<file path="config.mk">
export PLATFORM = sky130hd
export DESIGN_NAME = cu_responder_flat
export DESIGN_NICKNAME = d
export VERILOG_FILES = /design/src/rtl/cu_responder_if.sv /design/src/rtl/cu_responder.sv /design/src/flat_wrapper.sv
export SDC_FILE = /design/constraint.sdc
export NUM_CORES = 1
export LEC_CHECK = 0
export BUFFER_PORTS_ARGS = -buffer_cell sky130_fd_sc_hd__clkbuf_2
export CORE_MARGIN = 1
export CORE_UTILIZATION = 55
export DETAILED_ROUTE_END_ITERATION = 16
export HOLD_SLACK_MARGIN = 0.15
export PLACE_DENSITY = 0.78
export SETUP_SLACK_MARGIN = 0.15
export SYNTH_ARGS = -nofsm -noshare
export SYNTH_HDL_FRONTEND = slang
export SYNTH_SLANG_ARGS = --single-unit
</file>
<file path="constraint.sdc">
create_clock -name clk -period 2.4 [get_ports clk]
set_input_delay 0.12 -clock clk [delete_from_list [all_inputs] [get_ports clk]]
set_output_delay 0.12 -clock clk [all_outputs]
set_load 0.01 [all_outputs]
</file>
<file path="src/rtl/cu_responder_if.sv">
// Channel-side signal bundle between a channel (master) and a control unit (slave).
// Outbound and inbound buses both carry odd parity.
interface cu_responder_if;
  logic [7:0] bus_out;
  logic       bus_out_parity;
  logic       operational_out;
  logic       select_out;
  logic       hold_out;
  logic       address_out;
  logic       command_out;
  logic       service_out;

  logic [7:0] bus_in;
  logic       bus_in_parity;
  logic       operational_in;
  logic       select_in;
  logic       address_in;
  logic       status_in;
  logic       request_in;

  modport master (
    output bus_out, bus_out_parity, operational_out, select_out, hold_out,
           address_out, command_out, service_out,
    input  bus_in, bus_in_parity, operational_in, select_in, address_in,
           status_in, request_in
  );

  modport slave (
    input  bus_out, bus_out_parity, operational_out, select_out, hold_out,
           address_out, command_out, service_out,
    output bus_in, bus_in_parity, operational_in, select_in, address_in,
           status_in, request_in
  );
endinterface

</file>
<file path="src/rtl/cu_responder.sv">
// Control-unit responder: answers channel selection at CU_ADDRESS, hands commands to
// local logic, returns a status byte, and disconnects; wait states are timeout-guarded.
module cu_responder #(
  parameter logic [7:0]  CU_ADDRESS     = 8'h50,
  parameter int unsigned TIMEOUT_CYCLES = 65535
) (
  input  logic             clk,
  input  logic             reset,
  cu_responder_if.slave    ch,
  output logic             cmd_valid,
  output logic [7:0]       cmd_byte,
  output logic             cmd_parity_error,
  input  logic [7:0]       status_byte,
  output logic             status_accepted,
  output logic             status_stacked,
  output logic             timeout
);
  localparam int unsigned CNT_W = $clog2(TIMEOUT_CYCLES + 1);
  localparam int unsigned SYN_W = 15;

  typedef enum logic [2:0] {
    IDLE, PROPAGATE, SELECTED, ADDR_IN, CMD_WAIT, STATUS_IN, STATUS_END, DISCONNECT
  } state_e;

  state_e             state_q, next_state;
  logic [SYN_W-1:0]   sync1_q, sync2_q;
  logic [1:0]         warm_q;
  logic               sh_prev_q;
  logic [CNT_W-1:0]   cnt_q;

  logic [7:0] s_bus;
  logic       s_par, s_op, s_sel, s_hold, s_addr, s_cmd, s_svc;
  logic       sh, sh_rise, bus_ok, tmo_c;

  logic [7:0] bus_d, cb_d;
  logic       par_d, op_d, sel_d, addr_d, stat_d, cv_d, pe_d, acc_d, stk_d, tmo_d;

  // Two-flop synchronizer for every channel input
  always_ff @(posedge clk or posedge reset) begin
    if (reset) begin
      sync1_q <= '0;
      sync2_q <= '0;
    end else begin
      sync1_q <= {ch.bus_out, ch.bus_out_parity, ch.operational_out, ch.select_out,
                  ch.hold_out, ch.address_out, ch.command_out, ch.service_out};
      sync2_q <= sync1_q;
    end
  end

  assign s_bus  = sync2_q[14:7];
  assign s_par  = sync2_q[6];
  assign s_op   = sync2_q[5];
  assign s_sel  = sync2_q[4];
  assign s_hold = sync2_q[3];
  assign s_addr = sync2_q[2];
  assign s_cmd  = sync2_q[1];
  assign s_svc  = sync2_q[0];

  assign sh     = s_sel & s_hold;
  assign bus_ok = ^{s_bus, s_par};

  // Select edge history starts "high" and only tracks once the synchronizer holds
  // real samples, so a select already up at reset release is not taken as a new edge.
  always_ff @(posedge clk or posedge reset) begin
    if (reset) begin
      warm_q    <= 2'b00;
      sh_prev_q <= 1'b1;
    end else begin
      warm_q    <= {warm_q[0], 1'b1};
      if (warm_q[1]) sh_prev_q <= sh;
    end
  end

  assign sh_rise = warm_q[1] & sh & ~sh_prev_q;
  assign tmo_c   = (state_q != IDLE) && (cnt_q == CNT_W'(TIMEOUT_CYCLES - 1));

  always_ff @(posedge clk or posedge reset) begin
    if (reset) state_q <= IDLE;
    else       state_q <= next_state;
  end

  // Dwell counter, cleared on every state change
  always_ff @(posedge clk or posedge reset) begin
    if (reset)                                         cnt_q <= '0;
    else if (next_state != state_q || state_q == IDLE) cnt_q <= '0;
    else                                               cnt_q <= cnt_q + CNT_W'(1);
  end

  always_comb begin
    next_state = state_q;
    if (!s_op || tmo_c) begin
      next_state = IDLE;
    end else begin
      case (state_q)
        IDLE:       if (sh_rise) next_state = (s_addr && s_bus == CU_ADDRESS && bus_ok)
                                              ? SELECTED : PROPAGATE;
        PROPAGATE:  if (!sh)             next_state = IDLE;
        SELECTED:   if (!s_addr)         next_state = ADDR_IN;
        ADDR_IN:    if (s_cmd)           next_state = CMD_WAIT;
        CMD_WAIT:   if (!s_cmd)          next_state = STATUS_IN;
        STATUS_IN:  if (s_cmd || s_svc)  next_state = STATUS_END;
        STATUS_END: if (!s_svc && !s_cmd) next_state = DISCONNECT;
        DISCONNECT: if (!sh)             next_state = IDLE;
        default:                         next_state = IDLE;
      endcase
    end
  end

  // Next values of all registered outputs, decoded from the state being entered
  always_comb begin
    op_d   = 1'b0;
    sel_d  = 1'b0;
    addr_d = 1'b0;
    stat_d = 1'b0;
    bus_d  = 8'h00;
    cv_d   = 1'b0;
    cb_d   = cmd_byte;
    pe_d   = cmd_parity_error;
    acc_d  = 1'b0;
    stk_d  = 1'b0;
    tmo_d  = s_op & tmo_c;
    case (next_state)
      PROPAGATE: sel_d = sh;
      SELECTED, CMD_WAIT, STATUS_END, DISCONNECT: op_d = 1'b1;
      ADDR_IN: begin
        op_d   = 1'b1;
        addr_d = 1'b1;
        bus_d  = CU_ADDRESS;
      end
      STATUS_IN: begin
        op_d   = 1'b1;
        stat_d = 1'b1;
        bus_d  = (state_q == CMD_WAIT) ? status_byte : ch.bus_in;
      end
      default: ;
    endcase
    par_d = ~^bus_d;
    if (state_q == ADDR_IN && next_state == CMD_WAIT) begin
      cv_d = 1'b1;
      cb_d = s_bus;
      pe_d = ~bus_ok;
    end
    // Command wins over service when both are seen together
    if (state_q == STATUS_IN && next_state == STATUS_END) begin
      stk_d = s_cmd;
      acc_d = ~s_cmd;
    end
  end

  always_ff @(posedge clk or posedge reset) begin
    if (reset) begin
      ch.bus_in         <= 8'h00;
      ch.bus_in_parity  <= 1'b1;
      ch.operational_in <= 1'b0;
      ch.select_in      <= 1'b0;
      ch.address_in     <= 1'b0;
      ch.status_in      <= 1'b0;
      cmd_valid         <= 1'b0;
      cmd_byte          <= 8'h00;
      cmd_parity_error  <= 1'b0;
      status_accepted   <= 1'b0;
      status_stacked    <= 1'b0;
      timeout           <= 1'b0;
    end else begin
      ch.bus_in         <= bus_d;
      ch.bus_in_parity  <= par_d;
      ch.operational_in <= op_d;
      ch.select_in      <= sel_d;
      ch.address_in     <= addr_d;
      ch.status_in      <= stat_d;
      cmd_valid         <= cv_d;
      cmd_byte          <= cb_d;
      cmd_parity_error  <= pe_d;
      status_accepted   <= acc_d;
      status_stacked    <= stk_d;
      timeout           <= tmo_d;
    end
  end

  assign ch.request_in = 1'b0;
endmodule
</file>
<file path="src/flat_wrapper.sv">
// flat-port wrapper written by rule: the top's interface ports become plain ports
module cu_responder_flat 
#(
  parameter logic [7:0]  CU_ADDRESS     = 8'h50,
  parameter int unsigned TIMEOUT_CYCLES = 65535
)
  (clk, reset, cmd_valid, cmd_byte, cmd_parity_error, status_byte, status_accepted, status_stacked, timeout, ch_bus_out, ch_bus_out_parity, ch_operational_out, ch_select_out, ch_hold_out, ch_address_out, ch_command_out, ch_service_out, ch_bus_in, ch_bus_in_parity, ch_operational_in, ch_select_in, ch_address_in, ch_status_in, ch_request_in);
  cu_responder_if ch_i ();
  input  logic clk;
  input  logic reset;
  output logic cmd_valid;
  output logic [7:0] cmd_byte;
  output logic cmd_parity_error;
  input  logic [7:0] status_byte;
  output logic status_accepted;
  output logic status_stacked;
  output logic timeout;
  input wire logic [$bits(ch_i.bus_out)-1:0] ch_bus_out;
  input wire logic [$bits(ch_i.bus_out_parity)-1:0] ch_bus_out_parity;
  input wire logic [$bits(ch_i.operational_out)-1:0] ch_operational_out;
  input wire logic [$bits(ch_i.select_out)-1:0] ch_select_out;
  input wire logic [$bits(ch_i.hold_out)-1:0] ch_hold_out;
  input wire logic [$bits(ch_i.address_out)-1:0] ch_address_out;
  input wire logic [$bits(ch_i.command_out)-1:0] ch_command_out;
  input wire logic [$bits(ch_i.service_out)-1:0] ch_service_out;
  output wire logic [$bits(ch_i.bus_in)-1:0] ch_bus_in;
  output wire logic [$bits(ch_i.bus_in_parity)-1:0] ch_bus_in_parity;
  output wire logic [$bits(ch_i.operational_in)-1:0] ch_operational_in;
  output wire logic [$bits(ch_i.select_in)-1:0] ch_select_in;
  output wire logic [$bits(ch_i.address_in)-1:0] ch_address_in;
  output wire logic [$bits(ch_i.status_in)-1:0] ch_status_in;
  output wire logic [$bits(ch_i.request_in)-1:0] ch_request_in;
  assign ch_i.bus_out = ch_bus_out;
  assign ch_i.bus_out_parity = ch_bus_out_parity;
  assign ch_i.operational_out = ch_operational_out;
  assign ch_i.select_out = ch_select_out;
  assign ch_i.hold_out = ch_hold_out;
  assign ch_i.address_out = ch_address_out;
  assign ch_i.command_out = ch_command_out;
  assign ch_i.service_out = ch_service_out;
  assign ch_bus_in = ch_i.bus_in;
  assign ch_bus_in_parity = ch_i.bus_in_parity;
  assign ch_operational_in = ch_i.operational_in;
  assign ch_select_in = ch_i.select_in;
  assign ch_address_in = ch_i.address_in;
  assign ch_status_in = ch_i.status_in;
  assign ch_request_in = ch_i.request_in;
  cu_responder #(.CU_ADDRESS(CU_ADDRESS), .TIMEOUT_CYCLES(TIMEOUT_CYCLES)) u_core (.clk(clk), .reset(reset), .ch(ch_i), .cmd_valid(cmd_valid), .cmd_byte(cmd_byte), .cmd_parity_error(cmd_parity_error), .status_byte(status_byte), .status_accepted(status_accepted), .status_stacked(status_stacked), .timeout(timeout));
endmodule
</file>
# Word-level counts from Yosys, hierarchy flattened
# Index checks and enable logic that the tools add are counted.
# totals
regBits,78
latchBits,0
ram_bits,0
mem_bits_ro,0
in_bits,25
out_inout_bits,27
wordCells,81
memories,0
# classes
add_sub_neg,1
n_mul,0
n_div,0
n_lt_le_gt_ge,0
eq_ne,17
n_shift,0
muxes,20
bitwise,7
reduce_logical,18
# op_table
op,n
$eq 3x3->1 const B,8
$mux 3,8
$pmux 3 s7,1
$add 16x1->16 const B,1
$eq 16x16->1 const B,1
$mux 16,1
$pmux 8 s2,1
$eq 3x2->1 const B,4
$reduce_xor 9->1,1
$eq 8x7->1 const B,1
$mux 8,1
$reduce_xnor 8->1,1
$mux 1,7
$eq 3x1->1 const B,2
$logic_and 1x1->1,6
$reduce_or 6->1,1
$and 1x1->1,4
$logic_not 1->1,3
$logic_not 3->1,1
$logic_or 1x1->1,3
$ne 3x3->1,1
$not 1->1,3
$reduce_bool 3->1,1
$mux 2,1
$reduce_or 2->1,1

# Logic depth before layout (Yosys ltp)
# depth
ltp_word,10
ltp_mapped,9
ltp_nobuf,8

# Worst setup path before layout
# OpenSTA, ideal clock, no wires.
# synth_timing
path_type,flip-flop to flip-flop
start,register u_core.state_q[1]
end,register u_core.cnt_q[10]
setup_ns,0.134
arrival_time_ns,1.908
required_ns,2.266
slack_ns,0.357
path_stages_with_launch,7
n_path_buf,1
synth_period_minus_slack_ns,2.043
path_cell_list,dfrtp_1 nor3_1 o21ai_0 a21oi_1 nor3b_2 buf_2 nor3_1
# synth_via
elab_chain_cells,7
word_cells_on_any_way,24
cone_classes,eq/ne (8); mux (10); reduce/logical (6)
# synth_lines
item,line_no,source
"start, declared",cu_responder.sv:25,"state_e state_q, next_state;"
"start signal, assigned",cu_responder.sv:79,else state_q <= next_state;
"$eq 3x1->1, or another cell as far along",cu_responder.sv:94,case (state_q)
$reduce_or 2->1 (no line) / $logic_and 1x1->1 (equally long branches),-,
$pmux 3 s7 / $logic_or 1x1->1 (equally long branches),"cu_responder.sv:94, cu_responder.sv:91",
$mux 3,cu_responder.sv:91,if (!s_op || tmo_c) begin
$ne 3x3->1,cu_responder.sv:85,else if (next_state != state_q || state_q == IDLE) cnt_q <= '0;
$logic_or 1x1->1 (*),cu_responder.sv:85,
$mux 16 (*),cu_responder.sv:85,
"end signal, assigned",cu_responder.sv:86,else cnt_q <= cnt_q + CNT_W'(1);
"end, declared",cu_responder.sv:29,logic [CNT_W-1:0] cnt_q;
# Mark *: on every way between the ends. The rest lies on a longest branch, timed or not.
# A chain may end at the register's enable or synchronous reset.

# Final worst setup path
# layout_timing
start,register u_core.sync2_q[14]
end,register u_core.ch.bus_in[6]
# layout_via
elab_chain_cells,9
word_cells_on_any_way,11
cone_classes,eq/ne (3); mux (5); reduce/logical (3)
# layout_lines
item,line_no,source
"start, declared",cu_responder.sv:26,"logic [SYN_W-1:0] sync1_q, sync2_q;"
"start signal, assigned",cu_responder.sv:46,sync2_q <= sync1_q;
$eq 8x7->1,cu_responder.sv:95,IDLE: if (sh_rise) next_state = (s_addr && s_bus == CU_ADDRESS && bus_ok)
$logic_and 1x1->1,cu_responder.sv:95,
$logic_and 1x1->1 (*),cu_responder.sv:95,
$mux 2 (*),cu_responder.sv:96,? SELECTED : PROPAGATE;
$mux 3 (*),cu_responder.sv:95,
$pmux 3 s7 (*),cu_responder.sv:94,
$mux 3 (*),cu_responder.sv:91,
$eq 3x3->1 / $eq 3x2->1 (equally long branches),cu_responder.sv:122,case (next_state)
$pmux 8 s2 (*),cu_responder.sv:122,
via u_core.bus_d[6],cu_responder.sv:35,"logic [7:0] bus_d, cb_d;"
"end signal, assigned",cu_responder.sv:165,ch.bus_in <= bus_d;
"end, declared",cu_responder_if.sv:31,"output bus_in, bus_in_parity, operational_in, select_in, address_in,"
# Mark *: on every way through the listed nets, which the timed path passes. The rest lies on a longest branch.

==> reports/summary.txt <==
Cell area after technology mapping -> 3176 µm²
Launch point of the worst path -> u_core.sync2_q[14]
Number of synthesis warnings -> 0
Cell area reported after detailed placement -> 3557 µm²
Worst Clk Skew -> 11.10 ps
CP Capture Type -> flop
Number of vias in the routed layout -> 2,240
Launch instance of the worst register-to-register path -> u_core.sync2_q[14]
Net switching share of the total power -> 0.2621
Per-instance average area after synthesis -> 12.03 µm²
Fin Setup TNS -> 0 ps
IO buf count -> 50
Worst Path Required -> 2670 ps
Actual transition at the worst max-transition pin -> 581.2 ps
Data arrival time at the worst-slack endpoint -> 2490 ps
Cell types with the largest area share after synthesis -> sky130_fd_sc_hd__dfrtp_1 (60%), sky130_fd_sc_hd__xnor2_1 (5.5%), sky130_fd_sc_hd__xor2_1 (3.9%), sky130_fd_sc_hd__mux2_2 (3.2%), sky130_fd_sc_hd__nand2_1 (3.0%)
Detail Placement HPWL -> 3860 µm
Maximum number of pins on one net before global-route repair -> 37
Combinational power share -> 0.170
Num CTS Buffers -> 9
Most common flop cell mapped by yosys -> sky130_fd_sc_hd__dfrtp_1
Root cell of the clock tree -> sky130_fd_sc_hd__clkbuf_8
I/O pins -> 52
Capture instance of the worst register-to-register path -> u_core.ch.bus_in[6]
Final Setup Violations -> 0
Maximum vdd ir drop -> 491.9 µV
Post-CTS clock slew at the launch and capture registers of the worst setup and hold paths -> 80 ps
Count of maximum capacitance violations -> 0
Reported leakage power -> 1.868 nW
Share of the synthesized area in the top cell type -> 0.5989
First-pass iteration count of the detailed router -> 4
Antenna Diode Count -> 0
Via count of the first global-routing pass -> 2,175
EDFF count, synth -> 0
Horiz. Die Dim -> 77.99 µm
Global-route wire length before repair -> 9949 µm
Run status -> finished clean
Library cells used by synthesis -> 46
Final wirelength -> 5944 µm
DRC violations left -> 0
Worst slew margin relative to its limit -> 0.6120
Kind of launch point of the worst setup path -> flop
Register-to-Register Setup Slack -> 170 ps
Proportion of layout cells with a drive suffix above 1 -> 0.2737
Worst Path Class, Setup -> reg2reg
Synthesized netlist net count -> 291
Sequential element share of the synthesized area -> 0.6154
Min Hold Slack -> 347.2 ps
Hold violation count in the final report -> 0
Synth cell count leaders -> sky130_fd_sc_hd__dfrtp_1 (76), sky130_fd_sc_hd__nand2_1 (25), sky130_fd_sc_hd__xnor2_1 (20), sky130_fd_sc_hd__nor3_1 (18), sky130_fd_sc_hd__xor2_1 (14)
Die Ht -> 77.99 µm
Fin nets -> 380
R2R cell count -> 6
End of the critical path -> u_core.ch.bus_in[6]
Most common cell in the synthesized netlist -> sky130_fd_sc_hd__dfrtp_1
Area growth from synthesis to final layout -> 27.42%
Internal power summed over all cells -> 0.002246 W
Avg Vias per Cell -> 5.209
Power consumption -> 0.003044 W
Number of antenna violations at the first check in global routing -> 0
Initial DRC count -> 153
Design Area, Final -> 4046 µm²
Die Area -> 6082 µm²
Weighted congestion reported at the end of routability-driven placement -> 0.8832
Final Max Slew Viols -> 0
Net Sw Power -> 0.0007979 W
Total GRT Usage -> 0.2158
Maximum number of buffers from clock root to sink -> 2
Clock tree from TritonCTS -> built
Tcrit/Tclk final -> 0.9284
Setup repair after global routing missed its margin -> yes
CTS H-tree lvls -> 3
Flops & latches, synth -> 78
Async set-reset flop share out of synthesis -> 1.000
Gate count after technology mapping -> 264
Core outline area -> 5540 µm²
Fraction of power consumed by sequential logic -> 0.485
Power density cells -> 752.3 nW/µm²
Remaining global-route overflow -> 0
Clock insertion delay at the later pin of the skew report -> 350 ps
Cell type contributing the most total cell area after synthesis -> sky130_fd_sc_hd__dfrtp_1
Count of antenna-violating nets left after detailed routing -> 0
Minimum clock period -> 2228 ps
Fmax -> 448.8 MHz
Average routed wire per standard cell -> 13.82 µm
TritonCTS sink count -> 78
Power share of the clock group -> 0.345
Type of the tightest min-delay check -> reg2reg
Effective utilization at floorplan -> 0.5732
Number of rows in the core area -> 27
Worst-path fanout max -> 3
Post-route core utilization -> 0.7304
==> critical path: stages (launching register included) <==
cell	delay (ps)
sky130_fd_sc_hd__dfrtp_1	400
sky130_fd_sc_hd__xor2_1	190
sky130_fd_sc_hd__xnor3_1	450
sky130_fd_sc_hd__or3_4	390
sky130_fd_sc_hd__and2_4	180
sky130_fd_sc_hd__or3b_4	390
sky130_fd_sc_hd__a21oi_1	150
==> timing repair <==
action                                  4_1_cts  5_1_grt
setup buffers                                 0        3
endpoints found under the setup margin       16       25
hold buffers                                 24        0
gates cloned                                  0        0
gates resized for setup                       1        2
pin swaps                                     0        1
hold endpoints to repair                     48        0
==> kinds of logic (layout without fill, tap and decap cells) <==
kind of cell / after synthesis / count (layout) / share of synthesized area
XOR/XNOR: 35 / 35 / 0.1009
adder cells (fa/ha/maj): 2 / 2 / 0.007879
buffers and inverters: 14 / 108 / 0.01931
AND/OR/NAND/NOR: 91 / 91 / 0.1552
flip-flops: 78 / 78 / 0.6154
other: 2 / 2 / 0.002365
AO/OA/AOI/OAI: 32 / 32 / 0.06383
multiplexers: 10 / 10 / 0.03507
==> flip-flops by register name, indices dropped and copies added, names as in the netlist <==
signal,count
u_core.sh_prev_q,1
u_core.ch.operational_in,1
u_core.sync2_q,15
u_core.ch.address_in,1
u_core.cnt_q,16
u_core.ch.status_in,1
u_core.ch.bus_in_parity,1
u_core.ch.bus_in,8
u_core.cmd_byte,8
u_core.cmd_valid,1
u_core.warm_q,2
u_core.sync1_q,15
u_core.ch.select_in,1
u_core.cmd_parity_error,1
u_core.status_accepted,1
u_core.status_stacked,1
u_core.state_q,3
u_core.timeout,1
==> layout by cell type (no fill, tap or decap), drive strengths merged, types with 2 or more instances in the layout <==
master,n
dfrtp,76
clkbuf,61
nand2,25
dlygate4sd3,24
xnor2,20
nor3,18
xor2,14
a21oi,12
buf,12
nor2,10
mux2,9
inv,7
and3,6
nand4,6
o21ai,6
nand3,5
and2,4
nor3b,4
and4,3
a211o,3
o21bai,2
or2,2
nand2b,2
o21a,2
ha,2
conb,2
bufinv,2
dfstp,2
==> layout make-up <==
class | instances | area [µm²]
Sequential cell | 78 | 1954
Fill cell | 373 | 1494
Multi-Input combinational cell | 172 | 1174
Timing Repair Buffer | 86 | 593.1
Clock buffer | 11 | 131.4
Tap cell | 72 | 90.09
Clock inverter | 5 | 81.33
Inverter | 6 | 22.52
==> how the worst min path moves through the flow <==
stage	depth (start not counted)	slack (ps)	startpoint	endpoint
2_1_floorplan	0	150	ch_service_out	u_core.sync1_q[0]
3_3_place_gp	2	190	reset	u_core.sync1_q[12]
3_5_place_dp	2	200	reset	u_core.sync1_q[12]
4_1_cts	0	350	u_core.sync1_q[8]	u_core.sync2_q[8]
5_1_grt	0	360	u_core.sync1_q[1]	u_core.sync2_q[1]
6_report	0	350	u_core.sync1_q[8]	u_core.sync2_q[8]
==> stage by stage <==
stage / setup slack (ps) / cells
2_1_floorplan: 288.3 / 264
3_3_place_gp: 126.1 / 387
3_5_place_dp: 53.09 / 387
4_1_cts: 190.7 / 427
5_1_grt: 101.2 / 430
6_report: 171.8 / 430
==> power by group through the flow <==
stage	clock (W)	combinational, W	sequential (W)
6_report	0.00105	0.000518	0.00148
3_3_place_gp	0	0.000452	0.00149
4_1_cts	0.00107	0.000504	0.00148
2_1_floorplan	0	0.000287	0.00150
5_1_grt	0.00113	0.000565	0.00149
3_5_place_dp	0	0.000464	0.00150
==> per-layer routing <==
layer,GRT usage,vias up,part of all wire
met5,0,-,0
met4,0.1000,0,0.013
met3,0.04706,8,0.031
met2,0.3451,49,0.50
met1,0.2829,1102,0.46
li1,-,1081,-
Note: power is estimated with default switching activity, not from simulation.
